==> src/rtl/experiment_emulator.sv <==
// Plant-side emulator of the experiment set-up: answers the sequencing FSM's detonation and
// trigger lines with frame-grabber, wire, phase-reference and detector-ready responses.
module experiment_emulator #(
    parameter int CNT_W        = 32,
    parameter int PHASE_PERIOD = 140,
    parameter int PHASE_HIGH   = 20,
    parameter int FG_DELAY     = 50,
    parameter int FG_LEN       = 10,
    parameter int WIRE_DELAY   = 100,
    parameter int WIRE_LEN     = 10,
    parameter int BUSY_DELAY   = 5,
    parameter int BUSY_LEN     = 1000
) (
    input  logic             clock,
    input  logic             reset_signal,
    input  logic             enable,
    input  logic             start_in,
    input  logic             detonation_in,
    input  logic             trigger_in,
    output logic             fg_signal,
    output logic             wire_signal,
    output logic             phase_signal,
    output logic             detector_ready,
    output logic             fault,
    output logic [15:0]      trigger_count,
    output logic [CNT_W-1:0] phase_at_trigger,
    output logic [3:0]       emu_state
);
    typedef enum logic [3:0] {
        ST_IDLE       = 4'd0,
        ST_FG_DLY     = 4'd1,
        ST_FG_PULSE   = 4'd2,
        ST_WAIT_DET   = 4'd3,
        ST_WIRE_DLY   = 4'd4,
        ST_WIRE_PULSE = 4'd5,
        ST_WAIT_TRIG  = 4'd6,
        ST_BUSY_DLY   = 4'd7,
        ST_BUSY       = 4'd8,
        ST_DONE       = 4'd9
    } state_t;

    localparam logic [CNT_W-1:0] PH_LAST     = CNT_W'(PHASE_PERIOD - 1);
    localparam logic [CNT_W-1:0] PH_HIGH     = CNT_W'(PHASE_HIGH);
    localparam logic [CNT_W-1:0] FG_DLY_END  = CNT_W'(FG_DELAY - 1);
    localparam logic [CNT_W-1:0] FG_LEN_END  = CNT_W'(FG_LEN - 1);
    localparam logic [CNT_W-1:0] WR_DLY_END  = CNT_W'(WIRE_DELAY - 1);
    localparam logic [CNT_W-1:0] WR_LEN_END  = CNT_W'(WIRE_LEN - 1);
    localparam logic [CNT_W-1:0] BSY_DLY_END = CNT_W'(BUSY_DELAY - 1);
    localparam logic [CNT_W-1:0] BSY_LEN_END = CNT_W'(BUSY_LEN - 1);
    localparam logic [CNT_W-1:0] CNT_ZERO    = CNT_W'(0);
    localparam logic [CNT_W-1:0] CNT_ONE     = CNT_W'(1);
    localparam bit               BUSY_HOLD   = (BUSY_LEN == 0);

    // bit 0 start, bit 1 detonation, bit 2 trigger
    logic [2:0]       s1_r, s2_r, rise_s;
    logic [CNT_W-1:0] pcnt_r, pcnt_nxt_s;
    logic             phase_r;
    state_t           state_r, state_s;
    logic [CNT_W-1:0] cnt_r, cnt_s, cnt_inc_s;
    logic             fg_r, fg_s, wire_r, wire_s, ready_r, ready_s, fault_r, fault_s;
    logic [15:0]      tcnt_r, tcnt_s;
    logic [CNT_W-1:0] pat_r, pat_s;

    assign rise_s     = s1_r & ~s2_r;
    assign pcnt_nxt_s = (pcnt_r == PH_LAST) ? CNT_ZERO : (pcnt_r + CNT_ONE);
    assign cnt_inc_s  = cnt_r + CNT_ONE;

    // Two-flop input sampling chain feeding the rise detectors
    always_ff @(posedge clock or negedge reset_signal) begin
        if (!reset_signal) begin
            s1_r <= 3'b000;
            s2_r <= 3'b000;
        end else begin
            s1_r <= {trigger_in, detonation_in, start_in};
            s2_r <= s1_r;
        end
    end

    // Free-running phase reference, parked at zero while the emulator is disabled
    always_ff @(posedge clock or negedge reset_signal) begin
        if (!reset_signal) begin
            pcnt_r  <= CNT_ZERO;
            phase_r <= 1'b0;
        end else if (!enable) begin
            pcnt_r  <= CNT_ZERO;
            phase_r <= 1'b0;
        end else begin
            pcnt_r  <= pcnt_nxt_s;
            phase_r <= (pcnt_nxt_s < PH_HIGH);
        end
    end

    // Sequencer state and response registers
    always_ff @(posedge clock or negedge reset_signal) begin
        if (!reset_signal) begin
            state_r <= ST_IDLE;
            cnt_r   <= CNT_ZERO;
            fg_r    <= 1'b0;
            wire_r  <= 1'b0;
            ready_r <= 1'b1;
            fault_r <= 1'b0;
            tcnt_r  <= 16'd0;
            pat_r   <= CNT_ZERO;
        end else begin
            state_r <= state_s;
            cnt_r   <= cnt_s;
            fg_r    <= fg_s;
            wire_r  <= wire_s;
            ready_r <= ready_s;
            fault_r <= fault_s;
            tcnt_r  <= tcnt_s;
            pat_r   <= pat_s;
        end
    end

    // Next-state logic; stray detonation/trigger rises are judged against the current state
    always_comb begin
        state_s = state_r;
        cnt_s   = cnt_r;
        fg_s    = fg_r;
        wire_s  = wire_r;
        ready_s = ready_r;
        fault_s = fault_r;
        tcnt_s  = tcnt_r;
        pat_s   = pat_r;
        if (enable) begin
            case (state_r)
                ST_IDLE: begin
                    if (rise_s[0]) begin
                        state_s = ST_FG_DLY;
                        cnt_s   = CNT_ZERO;
                        fault_s = 1'b0;
                    end else begin
                        state_s = ST_IDLE;
                    end
                end
                ST_FG_DLY: begin
                    if (cnt_r == FG_DLY_END) begin
                        state_s = ST_FG_PULSE;
                        fg_s    = 1'b1;
                        cnt_s   = CNT_ZERO;
                    end else begin
                        cnt_s = cnt_inc_s;
                    end
                end
                ST_FG_PULSE: begin
                    if (cnt_r == FG_LEN_END) begin
                        state_s = ST_WAIT_DET;
                        fg_s    = 1'b0;
                        cnt_s   = CNT_ZERO;
                    end else begin
                        cnt_s = cnt_inc_s;
                    end
                end
                ST_WAIT_DET: begin
                    if (rise_s[1]) begin
                        state_s = ST_WIRE_DLY;
                        cnt_s   = CNT_ZERO;
                    end else begin
                        state_s = ST_WAIT_DET;
                    end
                end
                ST_WIRE_DLY: begin
                    if (cnt_r == WR_DLY_END) begin
                        state_s = ST_WIRE_PULSE;
                        wire_s  = 1'b1;
                        cnt_s   = CNT_ZERO;
                    end else begin
                        cnt_s = cnt_inc_s;
                    end
                end
                ST_WIRE_PULSE: begin
                    if (cnt_r == WR_LEN_END) begin
                        state_s = ST_WAIT_TRIG;
                        wire_s  = 1'b0;
                        cnt_s   = CNT_ZERO;
                    end else begin
                        cnt_s = cnt_inc_s;
                    end
                end
                ST_WAIT_TRIG: begin
                    if (rise_s[2]) begin
                        state_s = ST_BUSY_DLY;
                        cnt_s   = CNT_ZERO;
                        tcnt_s  = tcnt_r + 16'd1;
                        pat_s   = pcnt_r;
                    end else begin
                        state_s = ST_WAIT_TRIG;
                    end
                end
                ST_BUSY_DLY: begin
                    if (cnt_r == BSY_DLY_END) begin
                        state_s = ST_BUSY;
                        ready_s = 1'b0;
                        cnt_s   = CNT_ZERO;
                    end else begin
                        cnt_s = cnt_inc_s;
                    end
                end
                ST_BUSY: begin
                    if (BUSY_HOLD) begin
                        if (!s2_r[0]) begin
                            state_s = ST_IDLE;
                            ready_s = 1'b1;
                        end else begin
                            state_s = ST_BUSY;
                        end
                    end else if (cnt_r == BSY_LEN_END) begin
                        state_s = ST_DONE;
                        ready_s = 1'b1;
                        cnt_s   = CNT_ZERO;
                    end else begin
                        cnt_s = cnt_inc_s;
                    end
                end
                ST_DONE: begin
                    if (!s2_r[0]) begin
                        state_s = ST_IDLE;
                    end else begin
                        state_s = ST_DONE;
                    end
                end
                default: begin
                    state_s = ST_IDLE;
                    cnt_s   = CNT_ZERO;
                    fg_s    = 1'b0;
                    wire_s  = 1'b0;
                    ready_s = 1'b1;
                end
            endcase
            fault_s = fault_s
                    | (rise_s[1] & (state_r != ST_WAIT_DET))
                    | (rise_s[2] & (state_r != ST_WAIT_TRIG));
        end else begin
            state_s = ST_IDLE;
            cnt_s   = CNT_ZERO;
            fg_s    = 1'b0;
            wire_s  = 1'b0;
            ready_s = 1'b1;
        end
    end

    assign fg_signal        = fg_r;
    assign wire_signal      = wire_r;
    assign phase_signal     = phase_r;
    assign detector_ready   = ready_r;
    assign fault            = fault_r;
    assign trigger_count    = tcnt_r;
    assign phase_at_trigger = pat_r;
    assign emu_state        = state_r;

endmodule
==> config.mk <==
export PLATFORM = sky130hd
export DESIGN_NAME = experiment_emulator
export DESIGN_NICKNAME = d
export VERILOG_FILES = /design/src/rtl/experiment_emulator.sv
export SDC_FILE = /design/constraint.sdc
export NUM_CORES = 1
export LEC_CHECK = 0
export BUFFER_PORTS_ARGS = -buffer_cell sky130_fd_sc_hd__buf_2
export CORE_MARGIN = 3
export CORE_UTILIZATION = 50
export DETAILED_ROUTE_END_ITERATION = 8
export PLACE_DENSITY_LB_ADDON = 0.15
export SLEW_MARGIN = 20
export SYNTH_ARGS = -nofsm -noshare
export SYNTH_HDL_FRONTEND = slang
export SYNTH_SLANG_ARGS = --single-unit
==> constraint.sdc <==
create_clock -name clock -period 3.8 [get_ports clock]
set_input_delay 0.38 -clock clock [delete_from_list [all_inputs] [get_ports clock]]
set_output_delay 0.38 -clock clock [all_outputs]
set_load 0.01 [all_outputs]
==> results.toml, run 1 <==
[run_status]
status = "complete, no violations"

[setup_path]
cp_top_family = "compound AO/OA/AOI/OAI gates"
r2r_cells = 7
worstSetupPathType = "flop to flop"
r2r_start = "cnt_r[28]"
max_stage_delay_ns = 0.68
r2r_slack_ns = 0.95
r2r_end = "cnt_r[7]"
cp-end-kind = "flop"
slowest_stage = "o21ai_1"
worstPathArrival_ns = 3.12
crit_chain = "nor4_1 -> and4_1 -> nand3_1 -> a221o_1 -> o21ai_1 -> o21bai_1 -> o2bb2ai_1"
crit_required_ns = 4.07
cp_num_buf_inv = 0
critPathLaunchType = "flop"
crit_fanout = 12

[synth]
synth_top_flop_cell = "dfrtp_1"
syn-num-nets = 766
ys_ff_latch = 127
syn_area_mm2 = 0.00676
yosysUniqueCellTypes = 71
synth_top_area_cell = "dfrtp_1"
yosys-top-cells-area = "dfrtp_1 47%, nand2_1 7.6%, xnor2_1 6.0%, nor2_1 4.7%, nand3_1 3.3%"
post-synth-top-count-cell = "nand2_1"
avgSynthCellArea_um2 = 8.95
synth-async-reset-ratio_pct = 100
netlist_instances = 755
synth_warnings = 0
synth_top_area_share_pct = 46.6
ys_seq_area_share_pct = 47.0
synth_commonest_cells = "137 x nand2_1, 126 x dfrtp_1, 85 x nor2_1"
synth_edf_count = 0

[floorplan]
fp.dieH_um = 122
dieArea_mm2 = 0.0150
ioPinCount = 63
dieWidth_um = 122
rows = 41
start_util_pct = 52.3
core_area_mm2 = 0.0129

[grt]
grtUsageTotal_pct = 22.6
grt_max_degree = 86
grt_overflow = 0
grt_pass1_vias = 5307
antenna_found_initial = 0
grt_pass1_wl_um = 26800

[routing]
wl_per_cell_um = 16.0
drc_errors = 0
postRouteAntennaNets = 0
drt_first_pass_iters = 5
avgViaCountPerCell = 5.69
postRouteWirelength_um = 15700
route.vias.total = 5557
dr.first_iter.drc_count = 458

[timing]
finalHoldViolations = 0
post-route-period-util_pct = 75.0
drv_slew = 0
slew_headroom_pct = 36.5
fin_crit_ns = 2.85
final.setup_skew_ns = 0.00503
rsz0062_at_grt = "no"
fin_tns_setup_ns = 0
finalSetupViolations = 0
worst_pin_slew_ns = 0.952
fin_ws_ns = 0.949
timing.fmax_mhz = 351

[final_layout]
fin_nets = 803
finish.utilization_pct = 59.5
final_cells = 977
synthToLayoutAreaGrowth_pct = 13.8
drive_gt1_share_pct = 15.5
antenna_cells = 0

[cts]
clk_path_buf_depth = 2
cts_resized = 0
cts-hold-fix-buffers = 0
cts_root_buf = "clkbuf_16"
cts_buffers = 17
cts_tree = "yes"
clock_latency_ns = 0.42
path_clk_slew_ns = 0.06
clkSinkCount = 127
htree_levels = 4
cts_setup_buffers = 0

[place]
place.gp.congestion = 0.897
placed_cells = 945
port_buffers = 62
dp_slack_ns = 1.06
dp_hpwl_um = 10600

[min_path]
hold_path_class = "input pin to async pin"

[flow_run]
max-cap-violations = 0

[pwr]
vdd_ir_drop_max_mv = 0.367
power.density_mw_per_mm2 = 424
leakage_nw = 3.54
power_mw = 3.26
==> flip-flops by register name (all words and copies together) (netlist names) <==
register,count
cnt_r,32
detector_ready,1
emu_state,4
fault,1
fg_signal,1
pcnt_r,32
phase_at_trigger,32
phase_signal,1
s1_r,3
s2_r,3
trigger_count,16
wire_signal,1
==> metrics by stage <==
step	hold WS [ns]	cell area, um^2
final	0.000173	7690
after global routing	0.0471	7690
after CTS	0.0473	7690
after detailed placement	0.368	7070
after global placement	0.356	7070
after floorplan	0.0844	6760
==> layout by cell type (no fill, tap or decap), types with 5 or more instances in the layout <==
cell	synthesis	layout
nand2_1	137	137
dfrtp_1	126	126
nor2_1	85	84
buf_2	17	61
xnor2_1	46	46
nand3_1	44	44
nor3_1	24	24
xor2_1	22	22
o21ai_0	22	22
nand4_1	20	20
nor4_1	19	19
inv_1	18	18
clkbuf_16	0	17
a21oi_1	15	14
and3_1	11	11
nand2b_1	8	8
and4_1	6	6
or3_1	6	6
nor2b_1	6	6
a22o_1	5	5
ha_1	5	5
buf_4	5	5
==> worst register-to-register path, stage by stage (launching register included) <==
cell	delay [ns]
dfrtp_1	0.42
nor4_1	0.47
and4_1	0.34
nand3_1	0.12
a221o_1	0.35
o21ai_1	0.68
o21bai_1	0.16
o2bb2ai_1	0.16
==> report_power, final <==
part	internal (mW)	leakage (nW)	switching [mW]	total [mW]
sequential	1.37	1.74	0.0249	1.39
clock	1.10	0.302	0.587	1.68
combinational	0.0518	1.49	0.131	0.183
==> layout make-up <==
class	instances	area, um^2
clock buffer	22	484
clock inverter	10	134
fill	1171	5240
inverter	18	67.6
multi-input combinational	561	3260
sequential	127	3180
tap	172	215
timing repair buffer	67	354
==> per-layer routing <==
| layer | global-route usage, % | wire length [um] | up-vias |
|---|---|---|---|
| met4 | 7.07 | 192 | 0 |
| met5 | 0 | 0 | - |
| met1 | 32.5 | 7320 | 2687 |
| met2 | 34.0 | 7190 | 184 |
| li1 | - | - | 2664 |
| met3 | 5.48 | 954 | 22 |
==> worst max-delay path by stage <==
stage	from	to	slack [ns]	cells past startpoint
final	cnt_r[28]	cnt_r[7]	0.95	7
after global routing	pcnt_r[0]	pcnt_r[4]	0.76	7
after CTS	cnt_r[28]	cnt_r[7]	1.06	7
after detailed placement	cnt_r[28]	cnt_r[12]	1.06	7
after global placement	pcnt_r[24]	pcnt_r[17]	1.17	6
after floorplan	pcnt_r[0]	phase_signal	1.45	9
==> cell families (layout without fill, tap and decap cells) <==
| kind of cell | after synthesis | in the layout | share of synthesized area [%] |
|---|---|---|---|
| compound gates | 80 | 80 | 7.83 |
| xor+xnor | 68 | 68 | 8.81 |
| fa+ha+maj | 5 | 5 | 0.925 |
| buf+inv | 67 | 117 | 4.90 |
| flops | 127 | 127 | 47.0 |
| mux | 5 | 5 | 0.777 |
| simple gates | 403 | 403 | 29.7 |
(Power assumes the default switching activity.)
==> inputs of run 2 (changes only) <==
--- a/config.mk
+++ b/config.mk
@@ -5,6 +5,7 @@
 export SDC_FILE = /design/constraint.sdc
 export NUM_CORES = 1
 export LEC_CHECK = 0
+export ABC_AREA = 1
 export BUFFER_PORTS_ARGS = -buffer_cell sky130_fd_sc_hd__buf_2
 export CORE_MARGIN = 3
 export CORE_UTILIZATION = 50
==> constraint.sdc (replaced) <==
create_clock -name clock -period 2.6 [get_ports clock]
set_input_delay 0.26 -clock clock [delete_from_list [all_inputs] [get_ports clock]]
set_output_delay 0.26 -clock clock [all_outputs]
set_load 0.01 [all_outputs]
==> results.toml, run 2 <==
[grt]
grt_util_met1_pct = 32.2
grt_most_used_layer = "met2"
use_met3_pct = 4.23
grtUsageTotal_pct = 25.5
antenna_found_initial = 0
grt_pass1_wl_um = 37000
met2_usage_pct = 45.0
grt_pass1_vias = 7677
grt_overflow = 0
grt_max_degree = 64

[timing]
finalHoldViolations = 0
fin_hold_ws_ns = 0.378
timing.fmax_mhz = 465
finalSetupViolations = 0
fin_crit_ns = 2.15
fin_ws_ns = 0.449
rsz0062_at_grt = "no"
post-route-period-util_pct = 82.7
worst_pin_slew_ns = 0.789
drv_slew = 0
final.setup_skew_ns = 0.0138
slew_headroom_pct = 47.4
fin_tns_setup_ns = 0

[cts]
cts_buffers = 17
htree_levels = 4
cts_root_buf = "clkbuf_16"
clock_latency_ns = 0.43
clk_path_buf_depth = 2
clkSinkCount = 127
cts_tree = "yes"
path_clk_slew_ns = 0.07

[routing]
dr.first_iter.drc_count = 657
drt_first_pass_iters = 7
avgViaCountPerCell = 5.30
postRouteWirelength_um = 22200
wl_per_cell_um = 15.1
route.vias.total = 7782
postRouteAntennaNets = 0
drc_errors = 0

[final_layout]
final_common_cell = "nand2_1"
synthToLayoutAreaGrowth_pct = 14.4
fin_nets = 1254
mostFrequentLayoutCells = "378 x nand2_1, 151 x nor2_1, 126 x dfrtp_1"
finish.utilization_pct = 59.6
fin_area_mm2 = 0.00926
antenna_cells = 0
fillCellCount = 1528
drive_gt1_share_pct = 14.6

[place]
post_dp_cell_area_mm2 = 0.00864
dp_slack_ns = 0.521
port_buffers = 62
place.gp.congestion = 0.948
dp_hpwl_um = 16000

[synth]
syn-num-nets = 1189
syn_area_mm2 = 0.00810
synth_top_area_share_pct = 38.9
avgSynthCellArea_um2 = 6.87
post-synth-top-count-cell = "nand2_1"
synth_top_flop_cell = "dfrtp_1"
synth_edf_count = 0
synth_commonest_cells = "378 x nand2_1, 152 x nor2_1, 126 x dfrtp_1"
synth_top_area_cell = "dfrtp_1"
ys_seq_area_share_pct = 39.3
ys_ff_latch = 127
yosysUniqueCellTypes = 40
synth_warnings = 0
yosys-top-cells-area = "dfrtp_1 39%, nand2_1 18%, nor2_1 7.0%, nand3_1 6.4%, inv_1 5.1%"
netlist_instances = 1178
synth-async-reset-ratio_pct = 100

[setup_path]
r2r_cells = 11
cp-end-kind = "flop"
cp_num_buf_inv = 2
slowest_stage = "dfrtp_1"
crit_fanout = 9
r2r_slack_ns = 0.45
critPathLaunchType = "flop"
cp_top_family = "simple AND/OR/NAND/NOR gates"
crit_required_ns = 2.91
worstSetupPathType = "flop to flop"
r2r_end = "cnt_r[10]"
crit_chain = "ha_1 -> inv_1 -> nor2_2 -> nand2_2 -> nor2_2 -> xor2_1 -> inv_1 -> o21ai_0 -> o211ai_1 -> nand2_1 -> nand2_1"
worstPathArrival_ns = 2.46
max_stage_delay_ns = 0.47
r2r_start = "cnt_r[0]"

[pwr]
leakage_nw = 4.49
vdd_ir_drop_max_mv = 0.462
power.density_mw_per_mm2 = 559

[min_path]
hold_path_class = "input pin to async pin"

[floorplan]
rows = 45
dieArea_mm2 = 0.0178
core_area_mm2 = 0.0155
start_util_pct = 52.1
dieWidth_um = 133
fp.dieH_um = 133
ioPinCount = 63

[run_status]
status = "complete, no violations"

[flow_run]
max-cap-violations = 0
-- run 2: logic make-up (layout without fill, tap and decap cells) --
group | Yosys count | count (layout) | synth area share [%]
AO/OA/AOI/OAI | 127 | 127 | 9.46
adder cells (fa/ha/maj) | 5 | 5 | 0.773
AND/OR/NAND/NOR | 729 | 729 | 39.3
flip-flops | 127 | 127 | 39.3
XOR/XNOR | 31 | 31 | 3.35
buffers and inverters | 159 | 237 | 7.83
-- run 2: timing repair --
action | in CTS | in global routing
endpoints found under the hold margin | 63 | 0
resized for setup | 0 | 0
buffers inserted | 0 | 0
hold buffers | 4 | 0
-- run 2: worst reg2reg max path: stages, from the launching register on --
cell and delay (ns):
dfrtp_1 0.47, ha_1 0.39, inv_1 0.11, nor2_2 0.22, nand2_2 0.13, nor2_2 0.12
xor2_1 0.20, inv_1 0.08, o21ai_0 0.08, o211ai_1 0.12, nand2_1 0.07, nand2_1 0.05
-- run 2: how the worst max path moves through the flow --
stage                     startpoint   endpoint  slack [ns]  cells after the start
after floorplan             cnt_r[0]  cnt_r[10]        0.78                     12
after global placement      cnt_r[0]  cnt_r[10]        0.58                     11
after detailed placement    cnt_r[0]  cnt_r[12]        0.52                     10
after CTS                   cnt_r[0]   cnt_r[8]        0.47                     12
after global routing        cnt_r[0]   cnt_r[8]        0.14                     12
final                       cnt_r[0]  cnt_r[10]        0.45                     11
-- run 2: power by group --
group | leakage (nW) | internal, mW | switching [mW]
sequential | 1.67 | 2.04 | 0.0571
combinational | 2.55 | 0.192 | 0.500
clock | 0.281 | 1.38 | 1.01
total | 4.49 | 3.60 | 1.57
-- run 2: layout make-up --
cell class / count / area (um^2) / area share, %
Clock buffer: 18 / 439 / 4.74
Clock inverter: 14 / 146 / 1.58
Inverter: 124 / 465 / 5.03
Multi-Input combinational cell: 892 / 4290 / 46.3
Sequential cell: 127 / 3180 / 34.3
Tap cell: 211 / 264 / 2.85
Timing Repair Buffer: 81 / 482 / 5.20
-- run 2: metal layers --
layer | vias to the layer above | part of all wire [%]
met5 | - | 0
li1 | 3910 | -
met2 | 230 | 50
met1 | 3603 | 43
met4 | 0 | 1.8
met3 | 39 | 4.8
-- run 2: per-stage QoR --
stage / total power, mW / instances
after floorplan: 2.55 / 1178
after detailed placement: 2.82 / 1431
final: 5.18 / 1467
after global routing: 5.37 / 1467
after CTS: 5.21 / 1467
after global placement: 2.81 / 1431
